### src/rtl/pitch_glide_control.sv
`default_nettype none
// ============================================================================
// Module  : pitch_glide_control
// Brief   : Per-slot exponential portamento on the (voice,osc) pitch sweep.
//           Optional legato glide mode enabled by PITCH_GLIDE_LEGATO_EN.
// Rev     : 1.0  initial release
// ============================================================================
module pitch_glide_control #(
  parameter int VOICES   = 8,
  parameter int V_OSC    = 4,
  parameter int V_WIDTH  = 3,
  parameter int O_WIDTH  = 2,
  parameter int OE_WIDTH = 1,
  parameter int P_WIDTH  = 24
) (
  input  logic                                sCLK_XVXOSC,
  input  logic                                reset_n,
  input  logic [V_WIDTH+O_WIDTH+OE_WIDTH-1:0] xxxx,
  input  logic [P_WIDTH-1:0]                  target_pitch,
  input  logic                                target_valid,
  input  logic                                note_on,
  input  logic [V_WIDTH-1:0]                  note_voice,
  input  logic                                held_other,
  input  logic [7:0]                          synth_data_in,
  input  logic [6:0]                          adr,
  input  logic                                write,
  input  logic                                read,
  input  logic                                com_sel,
  output logic [7:0]                          glide_regdata_out,
  output logic [P_WIDTH-1:0]                  glided_pitch,
  output logic                                glided_valid,
  output logic [VOICES-1:0]                   voice_gliding
);

  localparam int c_NSLOT = VOICES * V_OSC;
  localparam int c_SW    = V_WIDTH + O_WIDTH;
  localparam int c_XW    = V_WIDTH + O_WIDTH + OE_WIDTH;
  localparam logic [6:0] c_ADR_MODE  = 7'h20;
  localparam logic [6:0] c_ADR_SHIFT = 7'h21;
  localparam logic [6:0] c_ADR_DIV   = 7'h22;
  localparam logic signed [P_WIDTH:0] c_STEP_ONE   = 1;
  localparam logic signed [P_WIDTH:0] c_STEP_MINUS = '1;

  typedef enum logic [0:0] {ST_IDLE = 1'b0, ST_GLIDE = 1'b1} glide_st_t;

  logic [1:0]                       r_mode;
  logic [3:0]                       r_shift;
  logic [7:0]                       r_div;
  logic [7:0]                       r_tick_cnt;
  logic [P_WIDTH-1:0]               r_cur [c_NSLOT];
  glide_st_t                        r_st  [c_NSLOT];
  logic [c_NSLOT-1:0]               r_cur_valid;
  logic [VOICES-1:0]                r_arm;
  logic [VOICES-1:0]                r_snap;
  logic [VOICES-1:0][V_OSC-1:0]     r_seen;

  logic [c_SW-1:0]                  w_slot;
  logic [V_WIDTH-1:0]               w_vx;
  logic [O_WIDTH-1:0]               w_ox;
  logic                             w_tick;
  logic                             w_snap_set;
  logic [V_OSC-1:0]                 w_seen_nxt;
  logic [P_WIDTH-1:0]               w_cur;
  logic [P_WIDTH-1:0]               w_sum;
  logic [P_WIDTH-1:0]               w_cur_nxt;
  logic signed [P_WIDTH:0]          w_diff;
  logic signed [P_WIDTH:0]          w_shr;
  logic signed [P_WIDTH:0]          w_step;
  glide_st_t                        w_st_mid;
  glide_st_t                        w_st_nxt;
  logic [VOICES-1:0]                w_vg_nxt;
  logic                             w_unused;

  assign w_slot     = xxxx[c_XW-1:OE_WIDTH];
  assign w_vx       = xxxx[c_XW-1:O_WIDTH+OE_WIDTH];
  assign w_ox       = xxxx[O_WIDTH+OE_WIDTH-1:OE_WIDTH];
  assign w_tick     = (r_tick_cnt == r_div);
  assign w_seen_nxt = r_seen[w_vx] | (V_OSC'(1) << w_ox);
  assign w_unused   = ^{xxxx[OE_WIDTH-1:0], w_step[P_WIDTH], held_other};

`ifdef PITCH_GLIDE_LEGATO_EN
  assign w_snap_set = (r_mode == 2'd0) || ((r_mode == 2'd2) && !held_other);
`else
  assign w_snap_set = (r_mode == 2'd0);
`endif

  // Step is d >>> shift, floored to +-1 so every glide terminates exactly on target.
  always_comb begin
    w_cur  = r_cur[w_slot];
    w_diff = $signed({1'b0, target_pitch}) - $signed({1'b0, w_cur});
    w_shr  = w_diff >>> r_shift;
    if (w_shr != '0)          w_step = w_shr;
    else if (w_diff[P_WIDTH]) w_step = c_STEP_MINUS;
    else if (w_diff != '0)    w_step = c_STEP_ONE;
    else                      w_step = '0;
    w_sum = w_cur + w_step[P_WIDTH-1:0];

    w_st_mid  = r_st[w_slot];
    w_st_nxt  = w_st_mid;
    w_cur_nxt = w_cur;
    if (!r_cur_valid[w_slot] || r_snap[w_vx] || (r_mode == 2'd0)) begin
      w_cur_nxt = target_pitch;
      w_st_nxt  = ST_IDLE;
    end else begin
      if ((w_st_mid == ST_IDLE) && r_arm[w_vx] && (w_cur != target_pitch))
        w_st_mid = ST_GLIDE;
      w_st_nxt = w_st_mid;
      if ((w_st_mid == ST_GLIDE) && w_tick) begin
        w_cur_nxt = w_sum;
        w_st_nxt  = (w_sum == target_pitch) ? ST_IDLE : ST_GLIDE;
      end
    end
  end

  always_comb begin
    w_vg_nxt = '0;
    for (int s = 0; s < c_NSLOT; s++) begin
      if (target_valid && (w_slot == c_SW'(s))) begin
        if (w_st_nxt == ST_GLIDE) w_vg_nxt[s / V_OSC] = 1'b1;
      end else if (r_st[s] == ST_GLIDE) begin
        w_vg_nxt[s / V_OSC] = 1'b1;
      end
    end
  end

  always_ff @(posedge sCLK_XVXOSC or negedge reset_n) begin
    if (!reset_n) begin
      r_mode            <= 2'd0;
      r_shift           <= 4'd4;
      r_div             <= 8'd0;
      glide_regdata_out <= 8'd0;
    end else begin
      if (com_sel && read) begin
        case (adr)
          c_ADR_MODE:  glide_regdata_out <= {6'd0, r_mode};
          c_ADR_SHIFT: glide_regdata_out <= {4'd0, r_shift};
          c_ADR_DIV:   glide_regdata_out <= r_div;
          default:     ;
        endcase
      end
      if (com_sel && write) begin
        case (adr)
          c_ADR_MODE:  r_mode  <= synth_data_in[1:0];
          c_ADR_SHIFT: r_shift <= synth_data_in[3:0];
          c_ADR_DIV:   r_div   <= synth_data_in;
          default:     ;
        endcase
      end
    end
  end

  // A note_on landing on the same cycle as a visit of its voice wins over that visit.
  always_ff @(posedge sCLK_XVXOSC or negedge reset_n) begin
    if (!reset_n) begin
      r_arm  <= '0;
      r_snap <= '0;
      r_seen <= '0;
    end else begin
      for (int v = 0; v < VOICES; v++) begin
        if (note_on && (note_voice == V_WIDTH'(v))) begin
          r_arm[v]  <= 1'b1;
          r_snap[v] <= w_snap_set;
          r_seen[v] <= '0;
        end else if (target_valid && (w_vx == V_WIDTH'(v))) begin
          if (&w_seen_nxt) begin
            r_arm[v]  <= 1'b0;
            r_snap[v] <= 1'b0;
            r_seen[v] <= '0;
          end else begin
            r_seen[v] <= w_seen_nxt;
          end
        end
      end
    end
  end

  always_ff @(posedge sCLK_XVXOSC or negedge reset_n) begin
    if (!reset_n) begin
      for (int s = 0; s < c_NSLOT; s++) begin
        r_cur[s] <= '0;
        r_st[s]  <= ST_IDLE;
      end
      r_cur_valid   <= '0;
      r_tick_cnt    <= 8'd0;
      glided_pitch  <= '0;
      glided_valid  <= 1'b0;
      voice_gliding <= '0;
    end else begin
      glided_valid  <= target_valid;
      voice_gliding <= w_vg_nxt;
      if (target_valid) begin
        r_tick_cnt          <= w_tick ? 8'd0 : r_tick_cnt + 8'd1;
        r_cur[w_slot]       <= w_cur_nxt;
        r_st[w_slot]        <= w_st_nxt;
        r_cur_valid[w_slot] <= 1'b1;
        glided_pitch        <= w_cur_nxt;
      end
    end
  end

endmodule
`default_nettype wire

### config.mk
export PLATFORM = sky130hd
export DESIGN_NAME = pitch_glide_control
export DESIGN_NICKNAME = d
export VERILOG_FILES = /design/src/rtl/pitch_glide_control.sv
export SDC_FILE = /design/constraint.sdc
export NUM_CORES = 2
export LEC_CHECK = 0
export ABC_AREA = 1
export BUFFER_PORTS_ARGS = -buffer_cell sky130_fd_sc_hd__buf_2
export CORE_UTILIZATION = 65
export DETAILED_ROUTE_END_ITERATION = 8
export PLACE_DENSITY = 0.82
export SLEW_MARGIN = 10
export SYNTH_ARGS = -nofsm -noshare
export SYNTH_HDL_FRONTEND = slang
export SYNTH_SLANG_ARGS = --single-unit
### constraint.sdc
create_clock -name sCLK_XVXOSC -period 15.8 [get_ports sCLK_XVXOSC]
set_input_delay 0.79 -clock sCLK_XVXOSC [delete_from_list [all_inputs] [get_ports sCLK_XVXOSC]]
set_output_delay 0.79 -clock sCLK_XVXOSC [all_outputs]
set_load 0.005 [all_outputs]
==> qor.yml <==
global_route:
  grt_overflow_total: 0
  antenna_found_initial: 2
  grt_pass1_wl_um: 232700
  grt_max_degree: 180
  grt_pass1_vias: 41490
  grt_usage_pct: 40.90
detailed_routing:
  via_count: 42890
  drt_iter0_markers: 5610
  wl_met1_um: 57090
  wl_met2_um: 67040
  topRoutingLayerUsed: "met5"
  final_antenna_net_count: 0
  dr_wl_met3_um: 18380
  wl_per_cell_um: 22.01
  drt-total-wl_um: 150600
  drc: 2
  first_pass_iters: 9
  vias_per_cell: 6.270
cells_and_area:
  mostFrequentLayoutCell: "nand2_1"
  layout_common_cells: "nand2_1 (1650), dfrtp_1 (942), inv_1 (715)"
  finalNetCount: 5915
  drive_gt1_share_pct: 7.607
  final_cells: 6841
  postLayoutCellArea_um2: 51180
  syn_to_final_growth_pct: 8.822
synth:
  synth_area_leaders: "dfrtp_1 (50%), nand2_1 (13%), o21ai_0 (6.6%), inv_1 (5.7%), o22ai_1 (3.5%)"
  synth-async-reset-ratio_pct: 100.0
  synth_top_cell_by_area: "dfrtp_1"
  syn-instance-count: 5884
  syn_area_per_cell_um2: 7.993
  synth_ff_type: "dfrtp_1"
  synth_cell_types: 66
  yosysSeqAreaShare_pct: 50.18
  ys_ff_latch: 943
  yosysTopAreaCellShare_pct: 50.12
  yosys_warnings: 0
  syn_area_um2: 47030
  synth_edf_count: 0
  syn_nets: 5991
clock_tree:
  cts_tree: "built"
  cts_root_buf: "clkbuf_16"
  numCtsBuffers: 95
  cts_setup_buffers: 0
  clock_sinks: 943
  insertion_delay_ns: 0.68
  clk_pin_slew_ns: 0.06
  clockBufferDepth: 3
  h-tree-depth: 3
  cts_resized: 0
  cts_hold_buffers: 0
place:
  preCtsSetupSlack_ns: 4.512
  place_area_um2: 47820
  numPortBuffers: 94
  place_hpwl_um: 95960
  dp.cells: 6661
  place_congestion: 1.016
timing:
  hold_ws_ns: 0.1766
  setup_viol: 0
  skew_ns: 0.03648
  period_needed_ns: 11.13
  relSlewSlack_pct: 16.93
  rsz0062_at_grt: "false"
  period_share_pct: 70.44
  worstMarginPinSlew_ns: 1.235
  tns_ns: 0
  finalWorstSetupSlack_ns: 4.670
  fmax_ghz: 0.08985
  final_hold_viol_count: 0
  slew_viol_final: 0
power:
  irDropWorstVdd_v: 0.0001010
  p_leak_nw: 25.04
  power_density_nw_per_um2: 138.8
outcome:
  violations: "design-rule violations"
  status: "complete, but fails checks"
floorplan:
  start_util_pct: 65.79
  core_um2: 71490
  io_pins: 97
  rows: 98
  die_height_um: 271.0
  fp.dieW_um: 271.0
  fp.dieArea_um2: 73440
hold_path:
  hp-class: "primary input to asynchronous set/reset pin"
worst_setup_path:
  crit_arrival_ns: 11.64
  rr_startpoint: "r_cur[552]$_DFFE_PN0P_"
  crit_top_cell: "nand2_1"
  cp-end-kind: "register"
  slowest_stage: "a221oi_1"
  worstSetupPathType: "primary input to register"
  worstPathMaxFanout: 40
  crit_required_ns: 16.31
  cp_slowest_stage_delay_ns: 0.81
  crit_start: "xxxx[2]"
  cp-start-kind: "primary input"
run:
  maxCapViolCount: 0
==> worst max-delay path: cells and delay by family <==
kind                       cells  cell delay, ns
buffers and inverters          6            1.67
and+or+nand+nor               32            5.60
xor gates and xnor gates       2            0.46
AOI/OAI and AO/OA              5            1.55
adders and majority gates      4            1.46
==> worst paths after layout <==
| kind | end | slack (ns) | cells after the start |
|---|---|---|---|
| hold / removal | r_seen[22]$_DFFE_PN0P_ | 0.18 | 1 |
| setup / recovery | voice_gliding[3]$_DFF_PN0_ | 4.67 | 49 |
| hold reg to reg | r_cur_valid[21]$_DFFE_PN0P_ | 0.45 | 2 |
| setup reg to reg | voice_gliding[3]$_DFF_PN0_ | 6.24 | 45 |
| max in group asynchronous | r_cur[226]$_DFFE_PN0P_ | 12.42 | 4 |
| min in group sCLK_XVXOSC | r_div[4]$_DFFE_PN0P_ | 0.35 | 2 |
==> state kept, by name, indices dropped and copies added, names as in the netlist <==
name and cells:
r_cur 768, r_snap 8, r_seen 32, r_div 8, r_mode 2, r_shift 4, r_tick_cnt 8, glided_pitch 24
glided_valid 1, r_st 32, glide_regdata_out 8, r_arm 8, voice_gliding 8, r_cur_valid 32
==> layer usage <==
layer / vias to the layer above / global-route usage (%)
met1: 20480 / 54.59
met4: 2 / 21.19
li1: 19260 / -
met2: 2673 / 62.05
met3: 488 / 10.27
met5: - / 0
==> cells in the mapped netlist (9+ instances only) <==
cell type  instances
a21oi_1          130
a221oi_1          36
a22oi_1          153
a31oi_1            9
a41oi_1           10
buf_1             25
buf_2            118
buf_4             31
buf_6             12
clkbuf_1         173
clkbuf_2          10
dfrtp_1          942
ha_1              49
inv_1            715
inv_2             14
nand2_1         1651
nand3_1          266
nand4_1           36
nor2_1           191
nor3_1            19
o21ai_0          623
o21ai_1          218
o21ai_2           12
o221ai_1          17
o22ai_1          265
or2_2              9
xnor2_1            9
xor2_1            16
==> report_power, final <==
| part | total (W) | switching, W | internal, W | leakage [nW] |
|---|---|---|---|---|
| registers | 0.00309 | 0.000207 | 0.00288 | 11.4 |
| logic | 0.00161 | 0.00107 | 0.000535 | 12.0 |
| clock network | 0.00241 | 0.000989 | 0.00142 | 1.66 |
==> per-stage QoR <==
stage | util, % | total power (W)
2_1_floorplan | - | 0.004176
3_3_place_gp | 66.90 | 0.004597
3_5_place_dp | 66.90 | 0.004668
4_1_cts | 71.59 | 0.007067
5_1_grt | 71.59 | 0.007429
6_report | 71.59 | 0.007104
==> cell type report <==
type / count / area [um^2]
antenna: 2 / 5.005
timing repair buffer: 196 / 1271
tap: 950 / 1189
multi-input combinational: 3834 / 18990
inverter: 738 / 2776
clock inverter: 38 / 533.0
fill: 5420 / 20310
sequential: 943 / 23600
clock buffer: 140 / 2819
==> kinds of logic (layout without fill, tap and decap cells) <==
group	count (synthesis)	in the layout	synth area share, %
adders and majority gates	51	51	1.389
and+or+nand+nor	2209	2209	18.91
DFF	943	943	50.18
muxes	7	7	0.1623
other	0	2	0
xor gates and xnor gates	28	28	0.6092
buffers and inverters	1107	1112	9.617
AOI/OAI and AO/OA	1539	1539	19.14
No activity file was read; power rests on OpenSTA's default activity.
